`src/rtl/dlfloat_pkg.sv`:
```
// Shared DLFloat-16 definitions: field layout, special encodings, field helpers
// and the divider state encoding.
package dlfloat_pkg;

    localparam int EXP_W  = 7;
    localparam int MANT_W = 9;
    localparam int BIAS   = 63;
    localparam int DLF_W  = EXP_W + MANT_W;
    localparam int CNT_W  = $clog2(MANT_W + 2);

    localparam logic [DLF_W-1:0] DLF_ZERO = 16'h0000;
    localparam logic [DLF_W-1:0] DLF_SAT  = 16'hFFFF;

    typedef enum logic [1:0] {
        IDLE,
        DIV,
        NORM,
        DONE
    } div_state_t;

    typedef struct packed {
        logic [DLF_W-1:0] quot;
        logic             dbz;
        logic             ovf;
        logic             unf;
    } dlf_result_t;

    function automatic logic [EXP_W-1:0] exp_of(input logic [DLF_W-1:0] x);
        return x[DLF_W-1:MANT_W];
    endfunction

    function automatic logic [MANT_W-1:0] mant_of(input logic [DLF_W-1:0] x);
        return x[MANT_W-1:0];
    endfunction

    // A missing leading one means zero, whatever the exponent field holds.
    function automatic logic is_zero(input logic [DLF_W-1:0] x);
        return (x[MANT_W-1] == 1'b0);
    endfunction

endpackage

```
`src/rtl/dlfloat_div_step.sv`:
```
// One radix-2 restoring division step: trial subtract, select, shift left.
module dlfloat_div_step
    import dlfloat_pkg::*;
(
    input  logic [MANT_W:0]   rem,
    input  logic [MANT_W-1:0] divisor,
    output logic [MANT_W:0]   rem_next,
    output logic              q_bit
);

    logic [MANT_W+1:0] trial;
    logic [MANT_W:0]   kept;

    always_comb begin
        trial    = {1'b0, rem} - {2'b00, divisor};
        q_bit    = ~trial[MANT_W+1];
        kept     = q_bit ? trial[MANT_W:0] : rem;
        rem_next = kept << 1;
    end

endmodule

```
`src/rtl/dlfloat_divider.sv`:
```
// Sequential DLFloat-16 divider: one quotient bit per cycle, valid/ready on
// both sides, results held stable in DONE until the consumer takes them.
module dlfloat_divider
    import dlfloat_pkg::*;
(
    input  logic             clk,
    input  logic             rst,
    input  logic             in_valid,
    output logic             in_ready,
    input  logic [DLF_W-1:0] flp_a,
    input  logic [DLF_W-1:0] flp_b,
    output logic             out_valid,
    input  logic             out_ready,
    output logic [DLF_W-1:0] quot,
    output logic             div_by_zero,
    output logic             overflow,
    output logic             underflow
);

    div_state_t        state, state_nxt;
    logic [DLF_W-1:0]  a_r, b_r;
    logic [MANT_W:0]   rem_r, rem_nxt, q_r;
    logic [MANT_W-1:0] mant_b;
    logic              q_bit;
    logic [CNT_W-1:0]  cnt_r;
    dlf_result_t       res;

    // Specials are resolved here too, so every result leaves through NORM.
    function automatic dlf_result_t norm_result(
        input logic [DLF_W-1:0] a,
        input logic [DLF_W-1:0] b,
        input logic [MANT_W:0]  q
    );
        dlf_result_t              r;
        logic signed [EXP_W+1:0]  e;
        logic [MANT_W-1:0]        m;
        r = '0;
        e = {2'b00, exp_of(a)} - {2'b00, exp_of(b)} + (EXP_W+2)'(BIAS)
            - {{(EXP_W+1){1'b0}}, ~q[MANT_W]};
        m = q[MANT_W] ? q[MANT_W:1] : q[MANT_W-1:0];
        if (is_zero(b)) begin
            r.quot = DLF_SAT;
            r.dbz  = 1'b1;
        end else if (is_zero(a)) begin
            r.quot = DLF_ZERO;
        end else if (e[EXP_W+1]) begin
            r.quot = DLF_ZERO;
            r.unf  = 1'b1;
        end else if (e[EXP_W]) begin
            r.quot = DLF_SAT;
            r.ovf  = 1'b1;
        end else begin
            r.quot = {e[EXP_W-1:0], m};
        end
        return r;
    endfunction

    assign mant_b    = mant_of(b_r);
    assign res       = norm_result(a_r, b_r, q_r);
    assign in_ready  = (state == IDLE);
    assign out_valid = (state == DONE);

    dlfloat_div_step u_step (
        .rem      (rem_r),
        .divisor  (mant_b),
        .rem_next (rem_nxt),
        .q_bit    (q_bit)
    );

    always_ff @(posedge clk) begin
        if (rst) state <= IDLE;
        else     state <= state_nxt;
    end

    always_comb begin
        state_nxt = state;
        case (state)
            IDLE: if (in_valid)
                      state_nxt = (is_zero(flp_a) || is_zero(flp_b)) ? NORM : DIV;
            DIV:  if (cnt_r == CNT_W'(1)) state_nxt = NORM;
            NORM: state_nxt = DONE;
            DONE: if (out_ready) state_nxt = IDLE;
            default: state_nxt = IDLE;
        endcase
    end

    always_ff @(posedge clk) begin
        if (rst) begin
            cnt_r       <= '0;
            quot        <= DLF_ZERO;
            div_by_zero <= 1'b0;
            overflow    <= 1'b0;
            underflow   <= 1'b0;
        end else begin
            case (state)
                IDLE: if (in_valid) begin
                    a_r   <= flp_a;
                    b_r   <= flp_b;
                    rem_r <= {1'b0, mant_of(flp_a)};
                    cnt_r <= CNT_W'(MANT_W + 1);
                end
                DIV: begin
                    rem_r <= rem_nxt;
                    q_r   <= {q_r[MANT_W-1:0], q_bit};
                    cnt_r <= cnt_r - CNT_W'(1);
                end
                NORM: begin
                    quot        <= res.quot;
                    div_by_zero <= res.dbz;
                    overflow    <= res.ovf;
                    underflow   <= res.unf;
                end
                DONE: if (out_ready) begin
                    div_by_zero <= 1'b0;
                    overflow    <= 1'b0;
                    underflow   <= 1'b0;
                end
                default: ;
            endcase
        end
    end

endmodule

```
`config.mk`:
```
export PLATFORM = sky130hd
export DESIGN_NAME = dlfloat_divider
export DESIGN_NICKNAME = d
export VERILOG_FILES = /design/src/rtl/dlfloat_pkg.sv /design/src/rtl/dlfloat_div_step.sv /design/src/rtl/dlfloat_divider.sv
export SDC_FILE = /design/constraint.sdc
export NUM_CORES = 1
export LEC_CHECK = 0
export ABC_CLOCK_PERIOD_IN_PS = 3600
export BUFFER_PORTS_ARGS = -buffer_cell sky130_fd_sc_hd__buf_2
export CORE_MARGIN = 4
export CORE_UTILIZATION = 39
export DETAILED_ROUTE_END_ITERATION = 7
export SLEW_MARGIN = 40
export SYNTH_ARGS = -nofsm -noshare
export SYNTH_HDL_FRONTEND = slang
export SYNTH_SLANG_ARGS = --single-unit
```
`constraint.sdc`:
```
create_clock -name clk -period 3.6 [get_ports clk]
set_input_delay 0.18 -clock clk [delete_from_list [all_inputs] [get_ports clk]]
set_output_delay 0.18 -clock clk [all_outputs]
set_load 0.03 [all_outputs]
```
==> impl_metrics.json <==
{
  "outcome": "finished clean",
  "vias": 2896,
  "maxCapViolCount": 0,
  "place_area_sq_um": 4440,
  "critPathMaxStageDelay_ps": 470,
  "grt_pass1_wl_microns": 13100,
  "synthFlopType": "edfxtp_1",
  "synth_top_area_frac": 0.337,
  "drv_slew": 0,
  "yosys-top-cells-area": "edfxtp_1, dfxtp_1, ha_1, nor2_1, inv_1",
  "finClkSkew_ps": 11.6,
  "diodes": 0,
  "min_period_ps": 3380,
  "min_path_type": "primary input to register",
  "wl_per_cell_microns": 12.7,
  "worst-path-buf-inv": 2,
  "die-area_sq_um": 11700,
  "path_max_fanout": 16,
  "crit_slowest_cell": "fa_1",
  "irDropWorstVdd_mv": 0.277,
  "worstSetupPathType": "register to register",
  "final_cell_area_sq_um": 4900,
  "overflow": 0,
  "place_hpwl_microns": 5610,
  "period_share": 0.939,
  "tritoncts": "built",
  "tightest_slew_ps": 619,
  "die_x_microns": 108,
  "max_freq_mhz": 296,
  "power.density_nw_per_um2": 772,
  "layout-drive-gt1-share": 0.264,
  "yosysWarnings": 0,
  "finalHoldWorstSlack_ps": 35.9,
  "synth_top_area_cell": "edfxtp_1",
  "syn_avg_cell_area_sq_um": 10.5,
  "path_delay_family": "compound AO/OA/AOI/OAI gates",
  "ios": 57,
  "slew_headroom": 0.586,
  "end_kind": "register",
  "ctsLongestPathBuffers": 2,
  "drc": 0,
  "htreeDepth": 3,
  "synth-edff-count": 44,
  "mostFrequentLayoutCells": "buf_2, edfxtp_1, nor2_1",
  "p_leak_uw": 0.00206,
  "antenna_found_initial": 0,
  "grt_pass1_vias": 2798,
  "cts.reportedPaths.clkPinSlew_ps": 80,
  "final_common_cell": "buf_2",
  "start_util": 0.401,
  "async_flop_share": 0,
  "gp_congestion": 0.872,
  "wl_microns": 7670,
  "syn_area_sq_um": 3920,
  "ys_ff_latch": 69,
  "synth_cell_types": 58,
  "syn_to_final_growth_pct": 24.9,
  "critical_path_required_ps": 3840,
  "grt_usage": 0.141,
  "root_buffer": "clkbuf_8",
  "dr.first_iter.drc_count": 133,
  "numPortBuffers": 56,
  "grt_max_degree": 25,
  "clk_latency_ps": 350,
  "placementRows": 36,
  "hold_viol": 0,
  "fin_nets": 532,
  "cts_buffers": 9,
  "die_y_microns": 108,
  "firstDrtPassIters": 5,
  "yosysSeqAreaShare": 0.464,
  "rsz0062_at_grt": "false",
  "drt.antenna.violating_nets": 0,
  "syn_nets": 439,
  "crit_chain": "ha_1 > fa_1 > nand2_2 > nor2b_4 > inv_2 > ha_1 > a21oi_2 > or3_1 > o221a_2 > o311ai_2 > o2111a_1 > o31ai_4 > buf_12 > nor3_1",
  "core_sq_um": 9770,
  "arrival_ps": 3610,
  "start_kind": "register",
  "viasPerCell": 4.80,
  "cts.sinks": 69,
  "cp_common_cell": "ha_1",
  "synthCells": 372,
  "final-setup-viol-count": 0
}
## registers in the layout, summed over array words and instances (netlist names)
signal / flops
quot: 16
underflow: 1
rem_r: 10
div_by_zero: 1
overflow: 1
b_r: 16
a_r: 8
state: 2
q_r: 10
cnt_r: 4
## worst reg2reg max path, cell delays in order (launching register included)
cell      delay [ps]
edfxtp_1         370
ha_1             240
fa_1             470
nand2_2          110
nor2b_4          180
inv_2             70
ha_1             300
a21oi_2          270
or3_1            160
o221a_2          180
o311ai_2         170
o2111a_1         220
o31ai_4          280
buf_12           190
nor3_1            70
## report_power, final
part	internal (uW)	switching, uW	total, uW
combinational	817	1130	1950
sequential	1070	100	1170
clock	343	316	660
total	2230	1550	3780
## synthesized netlist by cell type (all sizes together), types with 3 or more instances
library cell / count
edfxtp: 44
nor2: 44
inv: 41
ha: 28
dfxtp: 25
a21oi: 19
nand2: 17
a211oi: 15
mux2i: 14
o21ai: 14
nand2b: 10
xnor2: 10
nor2b: 8
nor3: 8
buf: 7
clkbuf: 7
nand3: 6
o31ai: 4
xor2: 4
a21o: 3
fa: 3
mux2: 3
nor4: 3
o211ai: 3
o22ai: 3
## logic make-up after synthesis
logic type	after synthesis	share of synthesized area
flip-flops	69	0.464
multiplexers	17	0.0443
AND/OR/NAND/NOR	105	0.131
adder cells (fa/ha/maj)	31	0.105
buffers and inverters	55	0.0574
AO/OA/AOI/OAI	81	0.165
XOR/XNOR	14	0.0332
## worst paths after layout
path / start / endpoint / slack (ps) / cells past startpoint
setup reg to reg: b_r[9] / quot[10] / 220 / 14
hold reg to reg: q_r[0] / q_r[1] / 460 / 0
setup / recovery: b_r[9] / quot[10] / 220 / 14
hold / removal: flp_b[8] / b_r[8] / 40 / 1
## final cells by class
type                    count  area (sq um)
clock inverters             6          70.1
inverters                  41           154
flip-flops and latches     69          1820
fillers                   923          4870
well taps                 133           166
multi-input cells         248          1890
clock buffers              10           138
repair buffers             96           658
## through the flow
stage	utilization	power [uW]	setup slack, ps	cells	TNS, ps
after floorplan	-	2600	266	372	0
after global placement	0.454	3070	-29.0	563	-233
after detailed placement	0.454	3100	-69.7	564	-725
after CTS	0.498	3810	77.5	602	0
after global routing	0.501	4100	13.1	603	0
final	0.501	3780	221	603	0
## metal layers
| layer | share of wire | track usage |
|---|---|---|
| met5 | 0 | 0 |
| met4 | 0.013 | 0.0469 |
| met3 | 0.045 | 0.0346 |
| met2 | 0.45 | 0.218 |
| met1 | 0.49 | 0.193 |
## timing repair
action / CTS / global route
pin swaps: 0 / 1
hold buffers: 22 / 0
setup buffers: 0 / 1
endpoints found under the setup margin: 13 / 16
hold endpoints to repair: 22 / 0
resized for setup: 1 / 3
(Power assumes the default switching activity.)
